[src/rtl/fetch_queue_unit.sv]
// Instruction-fetch stage: owns the PC, fetches from imem and queues {pc, instr} toward decode.
// Define FETCH_RAS_EN to build j/jal/jr $31 predecode with a return-address stack.
module fetch_queue_unit #(
  parameter int PC_W      = 32,
  parameter int DEPTH     = 4,
  parameter int PC_INC    = 1,
  parameter logic [PC_W-1:0] RESET_PC = '0,
  parameter int RAS_DEPTH = 4
) (
  input  logic                         clock,
  input  logic                         reset_n,
  output logic [PC_W-1:0]              imem_addr,
  output logic                         imem_req,
  input  logic                         imem_ready,
  input  logic [31:0]                  imem_rdata,
  input  logic                         redirect_valid,
  input  logic [PC_W-1:0]              redirect_pc,
  output logic                         out_valid,
  input  logic                         out_ready,
  output logic [31:0]                  out_instr,
  output logic [PC_W-1:0]              out_pc,
  output logic                         out_pred,
  output logic [$clog2(DEPTH+1)-1:0]   count
);

  localparam int PTR_W = $clog2(DEPTH);
  localparam int CNT_W = $clog2(DEPTH+1);

  logic [PC_W-1:0]  pc_r;
  logic [PTR_W-1:0] wr_ptr_r;
  logic [PTR_W-1:0] rd_ptr_r;
  logic [CNT_W-1:0] count_r;
  logic [PC_W-1:0]  q_pc_r    [DEPTH];
  logic [31:0]      q_instr_r [DEPTH];

  logic             req_s;
  logic             push_s;
  logic             pop_s;
  logic             out_valid_s;
  logic [PC_W-1:0]  seq_pc_s;
  logic [PC_W-1:0]  next_pc_s;

  assign out_valid_s = (count_r != CNT_W'(0));
  assign seq_pc_s    = pc_r + PC_W'(PC_INC);
  assign push_s      = req_s & imem_ready;
  assign pop_s       = out_valid_s & out_ready & ~redirect_valid;

  // Fetch request: room in the queue now, or a slot freed by this cycle's pop.
  always_comb begin
    req_s = 1'b0;
    if (reset_n && !redirect_valid) begin
      req_s = (count_r < CNT_W'(DEPTH)) | (out_valid_s & out_ready);
    end else begin
      req_s = 1'b0;
    end
  end

  // PC, queue pointers and occupancy; redirect flushes and wins over push/pop.
  always_ff @(posedge clock or negedge reset_n) begin
    if (!reset_n) begin
      pc_r     <= RESET_PC;
      wr_ptr_r <= '0;
      rd_ptr_r <= '0;
      count_r  <= '0;
    end else if (redirect_valid) begin
      pc_r     <= redirect_pc;
      wr_ptr_r <= '0;
      rd_ptr_r <= '0;
      count_r  <= '0;
    end else begin
      if (push_s) begin
        pc_r     <= next_pc_s;
        wr_ptr_r <= wr_ptr_r + PTR_W'(1);
      end
      if (pop_s) begin
        rd_ptr_r <= rd_ptr_r + PTR_W'(1);
      end
      case ({push_s, pop_s})
        2'b10:   count_r <= count_r + CNT_W'(1);
        2'b01:   count_r <= count_r - CNT_W'(1);
        default: count_r <= count_r;
      endcase
    end
  end

  // Queue payload storage; contents are don't-care until written.
  always_ff @(posedge clock) begin
    if (push_s) begin
      q_pc_r[wr_ptr_r]    <= pc_r;
      q_instr_r[wr_ptr_r] <= imem_rdata;
    end
  end

`ifdef FETCH_RAS_EN
  localparam int RAS_W = $clog2(RAS_DEPTH);
  localparam int RC_W  = $clog2(RAS_DEPTH+1);

  logic [PC_W-1:0]  ras_r [RAS_DEPTH];
  logic [RAS_W-1:0] ras_top_r;
  logic [RC_W-1:0]  ras_cnt_r;
  logic             pred_next_r;
  logic             q_pred_r [DEPTH];
  logic             taken_s;
  logic             ras_push_s;
  logic             ras_pop_s;
  logic             is_jr31_s;

  assign is_jr31_s = (imem_rdata[31:26] == 6'h00) && (imem_rdata[5:0] == 6'h08) &&
                     (imem_rdata[25:21] == 5'd31);

  // Predecode of the word being fetched selects the next PC.
  always_comb begin
    next_pc_s  = seq_pc_s;
    taken_s    = 1'b0;
    ras_push_s = 1'b0;
    ras_pop_s  = 1'b0;
    if ((imem_rdata[31:26] == 6'h02) || (imem_rdata[31:26] == 6'h03)) begin
      next_pc_s  = PC_W'(imem_rdata[25:0]);
      taken_s    = 1'b1;
      ras_push_s = (imem_rdata[31:26] == 6'h03);
    end else if (is_jr31_s && (ras_cnt_r != RC_W'(0))) begin
      next_pc_s = ras_r[ras_top_r - RAS_W'(1)];
      taken_s   = 1'b1;
      ras_pop_s = 1'b1;
    end else begin
      next_pc_s = seq_pc_s;
    end
  end

  // RAS pointers and the pred flag carried to the entry fetched after a transfer.
  always_ff @(posedge clock or negedge reset_n) begin
    if (!reset_n) begin
      ras_top_r   <= '0;
      ras_cnt_r   <= '0;
      pred_next_r <= 1'b0;
    end else if (redirect_valid) begin
      pred_next_r <= 1'b0;
    end else if (push_s) begin
      pred_next_r <= taken_s;
      if (ras_push_s) begin
        ras_top_r <= ras_top_r + RAS_W'(1);
        // A full stack wraps and overwrites its oldest entry.
        ras_cnt_r <= (ras_cnt_r == RC_W'(RAS_DEPTH)) ? ras_cnt_r : ras_cnt_r + RC_W'(1);
      end else if (ras_pop_s) begin
        ras_top_r <= ras_top_r - RAS_W'(1);
        ras_cnt_r <= ras_cnt_r - RC_W'(1);
      end else begin
        ras_top_r <= ras_top_r;
      end
    end else begin
      pred_next_r <= pred_next_r;
    end
  end

  // RAS and pred-bit payload storage.
  always_ff @(posedge clock) begin
    if (push_s) begin
      q_pred_r[wr_ptr_r] <= pred_next_r;
      if (ras_push_s) begin
        ras_r[ras_top_r] <= seq_pc_s;
      end
    end
  end

  assign out_pred = q_pred_r[rd_ptr_r];
`else
  logic unused_ras_cfg_s;

  assign unused_ras_cfg_s = (RAS_DEPTH > 0);
  assign next_pc_s        = seq_pc_s;
  assign out_pred         = 1'b0;
`endif

  assign imem_addr = pc_r;
  assign imem_req  = req_s;
  assign out_valid = out_valid_s;
  assign out_pc    = q_pc_r[rd_ptr_r];
  assign out_instr = q_instr_r[rd_ptr_r];
  assign count     = count_r;

endmodule

[config.mk]
export PLATFORM = sky130hd
export DESIGN_NAME = fetch_queue_unit
export DESIGN_NICKNAME = d
export VERILOG_FILES = /design/src/rtl/fetch_queue_unit.sv
export SDC_FILE = /design/constraint.sdc
export NUM_CORES = 1
export LEC_CHECK = 0
export ABC_AREA = 1
export ABC_CLOCK_PERIOD_IN_PS = 4500
export CORE_MARGIN = 10
export CORE_UTILIZATION = 55
export CTS_CLUSTER_SIZE = 12
export DETAILED_ROUTE_END_ITERATION = 6
export PLACE_DENSITY = 0.8
export SLEW_MARGIN = 20
export SYNTH_ARGS = -nofsm -noshare
export SYNTH_HDL_FRONTEND = slang
export SYNTH_SLANG_ARGS = --single-unit
[constraint.sdc]
create_clock -name clock -period 4.5 [get_ports clock]
set_input_delay 0.9 -clock clock [delete_from_list [all_inputs] [get_ports clock]]
set_output_delay 0.9 -clock clock [all_outputs]
set_load 0.02 [all_outputs]
After elaboration in Yosys (flattened, before gate mapping)
Memories as Yosys holds them, arrays and structs flattened.
Cells that the tools add are included.
Operators by class
  add/sub/neg operators: 5
  $mul: 0
  div/mod/pow operators: 0
  $lt $le $gt $ge: 1
  equal/unequal tests: 2
  shifts and indexed selects: 0
  mux-type cells: 11
  bitwise logic cells: 5
  reductions and logical operators: 6
Operator list (count)
  32-bit 2-to-1 mux: 2
  32-bit by 1-bit adder with 32-bit output (second input constant): 1
  2-bit 2-to-1 mux: 4
  3-bit case mux with 2 select lines: 1
  3-bit nonzero test: 2
  2-bit by 1-bit adder with 2-bit output (second input constant): 2
  2-bit nonzero test: 2
  3-bit by 1-bit adder with 3-bit output (second input constant): 1
  1-bit AND: 3
  3-bit less-than comparator (second input constant): 1
  1-bit 2-to-1 mux: 3
  3-bit 2-to-1 mux: 1
  3-bit by 1-bit subtractor with 3-bit output (second input constant): 1
  2-bit by 1-bit == test with 1-bit output (second input constant): 1
  2-bit == test (second input constant): 1
  1-bit logical AND: 1
  1-bit logical NOT: 1
  1-bit inverter: 1
  1-bit bitwise OR: 1
Word-level totals
  register bits: 39
  latch bits: 0
  RAM bits: 256
  memory bits (read-only): 0
  input port bits: 69
  output and inout bits: 102
  memories: 2
Memory list
  q_instr_r: depth 4, bits a word 32, rd ports 1, clocked after Yosys merged registers in 0, wr ports 1, RTL line 34  | logic [31:0] q_instr_r [DEPTH];
  q_pc_r: depth 4, bits a word 32, rd ports 1, clocked after Yosys merged registers in 0, wr ports 1, RTL line 33  | logic [PC_W-1:0] q_pc_r [DEPTH];

Longest topological paths before layout
Gate-level depths: netlist (run 1).
  depth after elaboration: 8
  depth in mapped cells: 12
  mapped depth without buffers: 12

Worst setup path before layout (run 1)
OpenSTA, ideal clock, no wires.
  kind: input port to flip-flop
  from: input port redirect_valid
  to: memory q_instr_r[0][0], enable pin
  data arrival time: 4.080 ns
  data required time: 4.013 ns
  path slack: -0.067 ns
  stages: 5
  path through: buf_4 > nor2_2 > nand3_2 > buf_6 > nor2_1
Between the ends
  word-level cells in the longest chain between the ends: 6
RTL lines
  from (decl): RTL line 16  | input logic redirect_valid,
  1-bit logical NOT: RTL line 51  | if (reset_n && !redirect_valid) begin
  1-bit logical AND: RTL line 51
  1-bit 2-to-1 mux: RTL line 51
  1-bit AND: RTL line 45  | assign push_s = req_s & imem_ready;
  1-bit 2-to-1 mux: RTL line 88  | if (push_s) begin
  1-bit 2-to-1 mux (not written as such): RTL line 90  | q_instr_r[wr_ptr_r] <= imem_rdata;
  to (decl): RTL line 34
Every way passes these cells.

Worst setup path in the final report (run 1)
  from: register rd_ptr_r[1]
  to: output port out_pc[12]
Between the ends
  word-level cells in the longest chain between the ends: 1
RTL lines
  from (decl): RTL line 31  | logic [PTR_W-1:0] rd_ptr_r;
  from (signal assigned): RTL line 76  | rd_ptr_r <= rd_ptr_r + PTR_W'(1);
  memory read 4 x 32 bit
  to (decl): RTL line 21  | output logic [PC_W-1:0] out_pc,
Every way passes these cells.

==> impl_metrics.yaml, run 1 <==
clock_tree:
  clkSinkCount: 295
  cts-resized-gates: 0
  number_of_buffers_on_the_longest_clock_path: 3
  tritoncts_buffer_count: 31
  tritoncts: "done"
  cts_htree_levels: 1
  ctsHoldBuffers: 0
  root_buffer: "clkbuf_16"
  worst_skew_pair.late_latency_ns: 0.55
  clkSlewWorstSetupHoldPaths_ns: 0.06
  post-cts-setup-buffer-count: 0
grt:
  maximum_number_of_pins_on_one_net_before_global_route_repair: 130
  grt_antenna_before_repair: 0
  first_global_vias: 8637
  overflow: 0
  total_routing_resource_utilization_after_global_routing_pct: 20.24
  grt_first_pass_wirelength_mm: 46.75
drt:
  drt_drc_violations_left: 0
  final_antenna_net_count: 0
  routedWlPerCell_um: 19.16
  detail_route.iter0.violations: 863
  wl_mm: 29.85
  drt_pass1_iterations: 5
  drt-vias-per-instance: 5.545
  via_count: 8639
place:
  globalplace.congestion: 0.8820
  port_buffers: 169
  dpl.cell_count: 1500
  dpl_worst_slack_ns: 1.056
  dp_hpwl_mm: 18.06
power_and_ir_drop:
  leakage_power_nw: 5.634
  vdd_drop_max_v: 0.0002324
  powerDensity_nw_per_um2: 411.0
  post-layout-total-power_w: 0.006322
timing:
  relSlewSlack_pct: 52.35
  max_clock_freq_mhz: 256.4
  finalSetupViolations: 0
  finalClockSkew_ns: 0.01169
  min_period_ns: 3.900
  period_utilisation_layout_pct: 86.67
  report.final.slew_viol_count: 0
  max_slew.worst_pin.slew_ns: 0.7147
  setup_repair_after_global_routing_missed_its_margin: "no"
  timing.hold.ws_ns: 0.4323
  timing_hold_violations_final: 0
  layout_setup_ws_ns: 0.5998
flow_run:
  drv_cap: 0
layout:
  drive_above_1_share_pct: 7.361
  storage_element_area_um2: 8668
  final.fill_count: 1558
  multiInputGateArea_um2: 3272
  layout-area-overhead-vs-synth_pct: 23.94
  final_cell_mix: "edfxtp_1, nand2_1, nor2_1"
  final_common_cell: "edfxtp_1"
  finish.cell_count_without_fillers: 1558
  finalNetCount: 1328
logic_synthesis:
  post_synth_num_cell_types: 34
  postSynthNetCount: 1169
  synthXorXnorAreaFrac_pct: 0.7762
  main_combinational_cell_family_by_area_after_synthesis: "simple AND/OR/NAND/NOR gates"
  yosys_warnings: 0
  syn_area_um2: 12410
  post_synth_and_or_nand_nor_area_fraction_pct: 14.64
  syn_avg_cell_area_um2: 11.35
  synth_adder_area_share_pct: 0.6653
  yosys_register_bits: 295
  ys_seq_area_share_pct: 69.80
  synthesis.instances: 1094
  synth_compound_gate_area_share_pct: 10.01
  synth.mux.area_fraction_pct: 0
worst_setup_path:
  worstSetupEndpointType: "output pin"
  type_of_element_launching_the_critical_path: "flop"
  worst_ep_required_time_ns: 3.60
  path_max_fanout: 41
  critPathArrivalTime_ns: 3.00
  critPathKind: "flop to output pin"
floorplan:
  die_width_um: 170.2
  rows: 54
  ios: 171
  initial_core_util_pct: 56.35
  die_area_um2: 28980
  die-height_um: 170.2
  core_region_area_um2: 22030
hold_path:
  hold_path.class: "primary input to async pin"
outcome:
  status: "complete, no violations"
==> path summary, 6_finish.rpt <==
path / start / to / slack (ns) / cells past startpoint
setup / recovery: rd_ptr_r[1]$_DFFE_PN0P_ / out_pc[12] / 0.60 / 5
hold / removal: reset_n / imem_addr[29]$_DFFE_PN0P_ / 0.43 / 2
min in group clock: count[0]$_DFFE_PN0P_ / count[0]$_DFFE_PN0P_ / 0.62 / 2
setup reg to reg: count[2]$_DFFE_PN0P_ / count[2]$_DFFE_PN0P_ / 2.00 / 11
hold reg to reg: count[0]$_DFFE_PN0P_ / count[0]$_DFFE_PN0P_ / 0.62 / 2
max in group asynchronous: reset_n / rd_ptr_r[0]$_DFFE_PN0P_ / 3.64 / 2
==> Yosys cell counts, drive strengths merged <==
master / count / share of area (%)
nor2: 191 / 6.5
fa: 1 / 0.16
a21oi: 4 / 0.19
conb: 1 / 0.030
clkbuf: 28 / 0.85
edfxtp: 256 / 62
nand3: 31 / 1.3
o21ai: 149 / 6.0
nand2: 209 / 6.7
nor3: 2 / 0.081
dfrtp: 39 / 7.9
ha: 5 / 0.50
xor2: 8 / 0.56
clkinv: 1 / 0.040
o22ai: 64 / 3.2
inv: 65 / 2.0
nand3b: 1 / 0.061
buf: 26 / 1.2
xnor2: 3 / 0.21
o21bai: 2 / 0.12
nand4: 1 / 0.050
o211ai: 7 / 0.46
==> cell type report <==
cell class | count | share of cell area (%)
Inverter | 66 | 1.635
Tap cell | 280 | 2.277
Clock inverter | 9 | 0.8621
Multi-Input combinational cell | 679 | 21.27
Clock buffer | 48 | 5.523
Antenna cell | 1 | 0.01627
Timing Repair Buffer | 180 | 12.07
Sequential cell | 295 | 56.35
==> through the flow <==
| step | util, % | setup TNS [ns] | area (µm²) |
|---|---|---|---|
| 2_1_floorplan | - | -17.25 | 12410 |
| 4_1_cts | 69.83 | 0 | 15380 |
| 3_5_place_dp | 65.37 | 0 | 14400 |
| 5_1_grt | 69.83 | 0 | 15380 |
| 6_report | 69.84 | 0 | 15380 |
| 3_3_place_gp | 65.37 | 0 | 14400 |
==> sequential cells by signal, summed over array words and instances (netlist names) <==
name and count:
q_instr_r 128, wr_ptr_r 2, imem_addr 32, q_pc_r 128
rd_ptr_r 2, count 3
==> cells by family (layout without fill, tap and decap cells) <==
group | Yosys count | after routing
AO/OA/AOI/OAI | 226 | 226
adder cells (fa/ha/maj) | 6 | 6
AND/OR/NAND/NOR | 435 | 435
flip-flops | 295 | 295
buffers and inverters | 120 | 303
XOR/XNOR | 11 | 11
other | 1 | 2
==> critical path: stages (launching register included) <==
cell             delay (ns)
dfrtp_2                0.66
inv_2                  0.48
buf_12                 0.28
o21ai_0                0.13
o22ai_1                0.16
clkdlybuf4s50_1        0.71
==> power breakdown <==
part           switching [W]  internal [W]  total (W)
sequential          0.000115       0.00307    0.00318
combinational       0.000396      0.000290   0.000686
clock               0.000985       0.00147    0.00245
==> routing by layer <==
layer,GRT usage [%],share of wire (%)
met5,0,0
met4,6.255,2.1
met3,4.419,8.5
met2,33.89,49
met1,25.88,41
Note: power is estimated with default switching activity, not from simulation.
==> run 2: changes to the inputs <==
--- a/config.mk
+++ b/config.mk
@@ -8,10 +8,9 @@
 export ABC_AREA = 1
 export ABC_CLOCK_PERIOD_IN_PS = 4500
 export CORE_MARGIN = 10
-export CORE_UTILIZATION = 55
+export CORE_UTILIZATION = 40
 export CTS_CLUSTER_SIZE = 12
 export DETAILED_ROUTE_END_ITERATION = 6
-export PLACE_DENSITY = 0.8
 export SLEW_MARGIN = 20
 export SYNTH_ARGS = -nofsm -noshare
 export SYNTH_HDL_FRONTEND = slang
==> run 2 against run 1 <==
  * Fmax decreased by 3.0%
  * Clock power decreased by 2%
  * Register-to-register slack improved by 0.29 ns
  * Largest cell class unchanged
==> impl_metrics.yaml, run 2 (synthesis gave the netlist of run 1 again) <==
outcome:
  status: "complete, no violations"
worst_setup_path:
  critPathKind: "flop to output pin"
  crit_chain: "inv_4, buf_4, o21ai_0, o22ai_1, clkdlybuf4s50_1"
  type_of_element_launching_the_critical_path: "flop"
  worstPathBufferInverterCount: 3
  worst_ep_required_time_ns: 3.60
  critPathTopFamily: "buffers and inverters"
  worstSetupEndpointType: "output pin"
  timing.critical_path.slowest_cell_delay_ns: 0.67
  path_max_fanout: 49
  critPathArrivalTime_ns: 3.12
  crit_slowest_cell: "dfrtp_4"
power_and_ir_drop:
  powerDensity_nw_per_um2: 403.3
  swShare_pct: 23.60
  comb_power_share_pct: 10.8
  vdd_drop_max_v: 0.0002921
  pwr-share-seq_pct: 50.8
  leakage_power_nw: 5.652
  post-layout-total-power_w: 0.006274
  internal_portion_of_total_power_w: 0.004793
  power.share.clock_pct: 38.3
  switchingPower_w: 0.001481
drt:
  routedWlPerCell_um: 18.84
  drt-vias-per-instance: 5.119
  drt_pass1_iterations: 5
  wl_mm: 31.62
  detail_route.iter0.violations: 541
  via_count: 8589
  final_antenna_net_count: 0
  drt_drc_violations_left: 0
clock_tree:
  number_of_buffers_on_the_longest_clock_path: 3
  post-cts-setup-buffer-count: 0
  tritoncts: "done"
  tritoncts_buffer_count: 30
  cts_htree_levels: 1
  cts-resized-gates: 0
  clkSlewWorstSetupHoldPaths_ns: 0.06
  root_buffer: "clkbuf_16"
  clkSinkCount: 295
  ctsHoldBuffers: 0
  worst_skew_pair.late_latency_ns: 0.55
flow_run:
  drv_cap: 0
floorplan:
  die-height_um: 196.2
  die_area_um2: 38470
  initial_core_util_pct: 40.58
  ios: 171
  core_region_area_um2: 30590
  die_width_um: 196.2
  rows: 64
layout:
  antenna_cells_inserted: 0
  final.fill_count: 2695
  final_cell_mix: "edfxtp_1, nand2_1, nor2_1"
  final_common_cell: "edfxtp_1"
  drive_above_1_share_pct: 7.566
  finalNetCount: 1333
  layout-area-overhead-vs-synth_pct: 25.33
timing:
  finalClockSkew_ns: 0.02517
  max_slew.worst_pin.slew_ns: 0.7733
  max_clock_freq_mhz: 248.7
  report.final.slew_viol_count: 0
  timing_hold_violations_final: 0
  layout_setup_ws_ns: 0.4795
  relSlewSlack_pct: 48.37
  timing.hold.ws_ns: 0.4899
  period_utilisation_layout_pct: 89.35
  finalSetupViolations: 0
  setup_repair_after_global_routing_missed_its_margin: "no"
  min_period_ns: 4.021
grt:
  grt_antenna_before_repair: 1
  maximum_number_of_pins_on_one_net_before_global_route_repair: 65
  overflow: 0
  total_routing_resource_utilization_after_global_routing_pct: 15.98
  grt_first_pass_wirelength_mm: 49.10
  globalRouteMet1Util_pct: 20.91
  groute.layer.met2.usage_pct: 26.30
  first_global_vias: 8508
  global_route.peak_usage_layer: "met2"
  met3_usage_pct: 3.444
place:
  globalplace.congestion: 0.8328
  dpl_worst_slack_ns: 0.9406
  port_buffers: 169
  dp_hpwl_mm: 19.93
hold_path:
  hold_path.class: "primary input to async pin"
[run 2: worst register-to-register path, cell delays in order (launching register included)]
cell,delay (ns)
dfrtp_1,0.44
nand2_1,0.13
nand3_2,0.35
nor2_4,0.70
buf_12,0.26
[run 2: worst paths after layout]
path                                              start                    endpoint  slack, ns  cells past startpoint
max in group asynchronous                       reset_n     rd_ptr_r[0]$_DFFE_PN0P_       3.60                      2
worst min-delay path                            reset_n        count[0]$_DFFE_PN0P_       0.49                      2
worst max-delay path            rd_ptr_r[0]$_DFFE_PN0P_               out_instr[18]       0.48                      5
min in group clock                 count[0]$_DFFE_PN0P_        count[0]$_DFFE_PN0P_       0.61                      2
worst min register to register     count[0]$_DFFE_PN0P_        count[0]$_DFFE_PN0P_       0.61                      2
worst max register to register     count[2]$_DFFE_PN0P_  q_instr_r[2][11]$_DFFE_PP_       2.29                      4
[run 2: per-stage QoR]
stage	utilization [%]	std cells	TNS [ns]	instance area [µm²]
6_report	50.85	1678	0	15560
5_1_grt	50.85	1678	0	15560
4_1_cts	50.85	1678	0	15560
3_5_place_dp	47.73	1622	0	14600
3_3_place_gp	47.73	1622	0	14600
2_1_floorplan	-	1094	-17.25	12410
[run 2: layout make-up]
type                       instances  area (µm²)  share of cell area (%)
sequential                       295        8668                   55.72
multi-input combinational        679        3272                   21.03
timing repair buffer             186        1914                   12.31
clock buffer                      52       884.6                   5.686
tap                              396       495.5                   3.185
inverter                          66       251.5                   1.617
clock inverter                     4       70.07                  0.4504
[run 2: metal layers]
layer  share of wire, %  vias up
met3                6.5       49
li1                   -     4143
met4                2.3        0
met2                 47      254
met5                  0        -
met1                 44     4143
[run 2: power groups by stage]
stage / clock, W / combinational [W] / sequential [W]
2_1_floorplan: 0 / 0.000319 / 0.00324
3_3_place_gp: 0 / 0.000686 / 0.00325
3_5_place_dp: 0 / 0.000690 / 0.00325
4_1_cts: 0.00246 / 0.000694 / 0.00319
5_1_grt: 0.00259 / 0.000747 / 0.00320
6_report: 0.00240 / 0.000680 / 0.00319
==> run 3: changes to the inputs <==
--- a/config.mk
+++ b/config.mk
@@ -9,6 +9,7 @@
 export ABC_CLOCK_PERIOD_IN_PS = 4500
 export CORE_MARGIN = 10
 export CORE_UTILIZATION = 40
+export CTS_CLUSTER_DIAMETER = 100
 export CTS_CLUSTER_SIZE = 12
 export DETAILED_ROUTE_END_ITERATION = 6
 export SLEW_MARGIN = 20
==> run 3 against run 2 <==
  * Cell count decreased by 0.24%
  * Setup slack improved by 0.052 ns
  * Die area unchanged
  * Fmax increased by 1.3%
  * Critical endpoint is now out_instr[10]
==> impl_metrics.yaml, run 3 (synthesis gave the netlist of run 1 again) <==
clock_tree:
  clkSlewWorstSetupHoldPaths_ns: 0.07
  clkSinkCount: 295
  cts_htree_levels: 1
  worst_skew_pair.late_latency_ns: 0.54
  cts-resized-gates: 0
  tritoncts_buffer_count: 28
  number_of_buffers_on_the_longest_clock_path: 3
  ctsHoldBuffers: 0
  post-cts-setup-buffer-count: 0
  root_buffer: "clkbuf_16"
  tritoncts: "done"
timing:
  relSlewSlack_pct: 48.61
  min_period_ns: 3.969
  max_slew.worst_pin.slew_ns: 0.7697
  finalSetupViolations: 0
  finalClockSkew_ns: 0.02275
  timing.hold.ws_ns: 0.4978
  timing_hold_violations_final: 0
  period_utilisation_layout_pct: 88.19
  layout_setup_ws_ns: 0.5312
  setup_tns_ns: 0
  max_clock_freq_mhz: 252.0
  setup_repair_after_global_routing_missed_its_margin: "no"
  report.final.slew_viol_count: 0
drt:
  drt_pass1_iterations: 5
  detail_route.iter0.violations: 573
  final_antenna_net_count: 0
  drt_drc_violations_left: 0
  drt-vias-per-instance: 5.145
  routedWlPerCell_um: 18.86
  via_count: 8613
  wl_mm: 31.58
grt:
  maximum_number_of_pins_on_one_net_before_global_route_repair: 65
  overflow: 0
  grt_antenna_before_repair: 0
  first_global_vias: 8469
  grt_first_pass_wirelength_mm: 49.09
  total_routing_resource_utilization_after_global_routing_pct: 15.92
layout:
  final_cell_mix: "edfxtp_1, nand2_1, nor2_1"
  final_common_cell: "edfxtp_1"
  finalNetCount: 1331
  layout-area-overhead-vs-synth_pct: 24.21
  antenna_cells_inserted: 0
  drive_above_1_share_pct: 6.964
floorplan:
  ios: 171
  core_region_area_um2: 30590
  initial_core_util_pct: 40.58
  die_area_um2: 38470
  rows: 64
  die-height_um: 196.2
  die_width_um: 196.2
worst_setup_path:
  type_of_element_launching_the_critical_path: "flop"
  path_max_fanout: 49
  critPathArrivalTime_ns: 3.07
  worst_ep_required_time_ns: 3.60
  worstSetupEndpointType: "output pin"
  critPathKind: "flop to output pin"
  timing.critical_path.slowest_cell_delay_ns: 0.67
  r2r_slack_ns: 2.29
  crit_slowest_cell: "dfrtp_4"
  crit_chain: "inv_4, buf_4, o21ai_0, o22ai_1, clkdlybuf4s50_1"
power_and_ir_drop:
  leakage_power_nw: 5.575
  powerDensity_nw_per_um2: 390.4
  vdd_drop_max_v: 0.0002595
place:
  globalplace.congestion: 0.8328
  dpl_worst_slack_ns: 0.9406
  port_buffers: 169
  dp_hpwl_mm: 19.93
flow_run:
  drv_cap: 0
hold_path:
  hold_path.class: "primary input to async pin"
outcome:
  status: "complete, no violations"
run 3: cell count changes in the layout (fill, tap and decap cells not counted):
| cell | change |
|---|---|
| bufinv_16 | -2 |
| clkbuf_1 | +4 |
| clkbuf_16 | -2 |
| clkbuf_8 | -3 |
| clkinv_2 | -2 |
| clkinvlp_4 | +1 |
run 3: stage by stage:
step                      total power (W)  area [µm²]  instances  util, %
after floorplan                  0.003555       12410       1094        -
after global placement           0.003931       14600       1622    47.73
after detailed placement         0.003938       14600       1622    47.73
after CTS                        0.006090       15420       1674    50.40
after global routing             0.006281       15420       1674    50.40
final                            0.006019       15420       1674    50.40
run 3: worst paths after layout:
check	start	to	depth (start not counted)
setup reg to reg	count[2]$_DFFE_PN0P_	q_instr_r[2][7]$_DFFE_PP_	4
hold / removal	reset_n	count[0]$_DFFE_PN0P_	2
max in group asynchronous	reset_n	rd_ptr_r[0]$_DFFE_PN0P_	2
hold reg to reg	count[0]$_DFFE_PN0P_	count[0]$_DFFE_PN0P_	2
min in group clock	count[0]$_DFFE_PN0P_	count[0]$_DFFE_PN0P_	2
setup / recovery	rd_ptr_r[0]$_DFFE_PN0P_	out_instr[10]	5
run 3: worst max-delay path: cells and delay by family (launching register included):
kind,cells,cell delay (ns)
buf+inv,3,1.54
flops,1,0.67
compound gates,2,0.31
run 3: layout make-up:
type,instances,area [µm²]
fillers,2712,15170
flip-flops and latches,295,8668
multi-input cells,679,3272
repair buffers,186,1914
clock buffers,51,808.3
well taps,396,495.5
inverters,66,251.5
clock inverters,1,7.507
run 3: where the power goes:
| part | switching, W | internal [W] | leakage, nW |
|---|---|---|---|
| clock | 0.000950 | 0.00120 | 0.383 |
| combinational | 0.000390 | 0.000289 | 2.40 |
| sequential | 0.000122 | 0.00307 | 2.80 |
run 3: routing by layer:
layer	track usage, %	part of all wire (%)	vias to the layer above
li1	-	-	4131
met4	3.620	1.9	0
met5	0	0	-
met1	21.23	45	4216
met2	26.17	47	227
met3	3.240	6.1	39
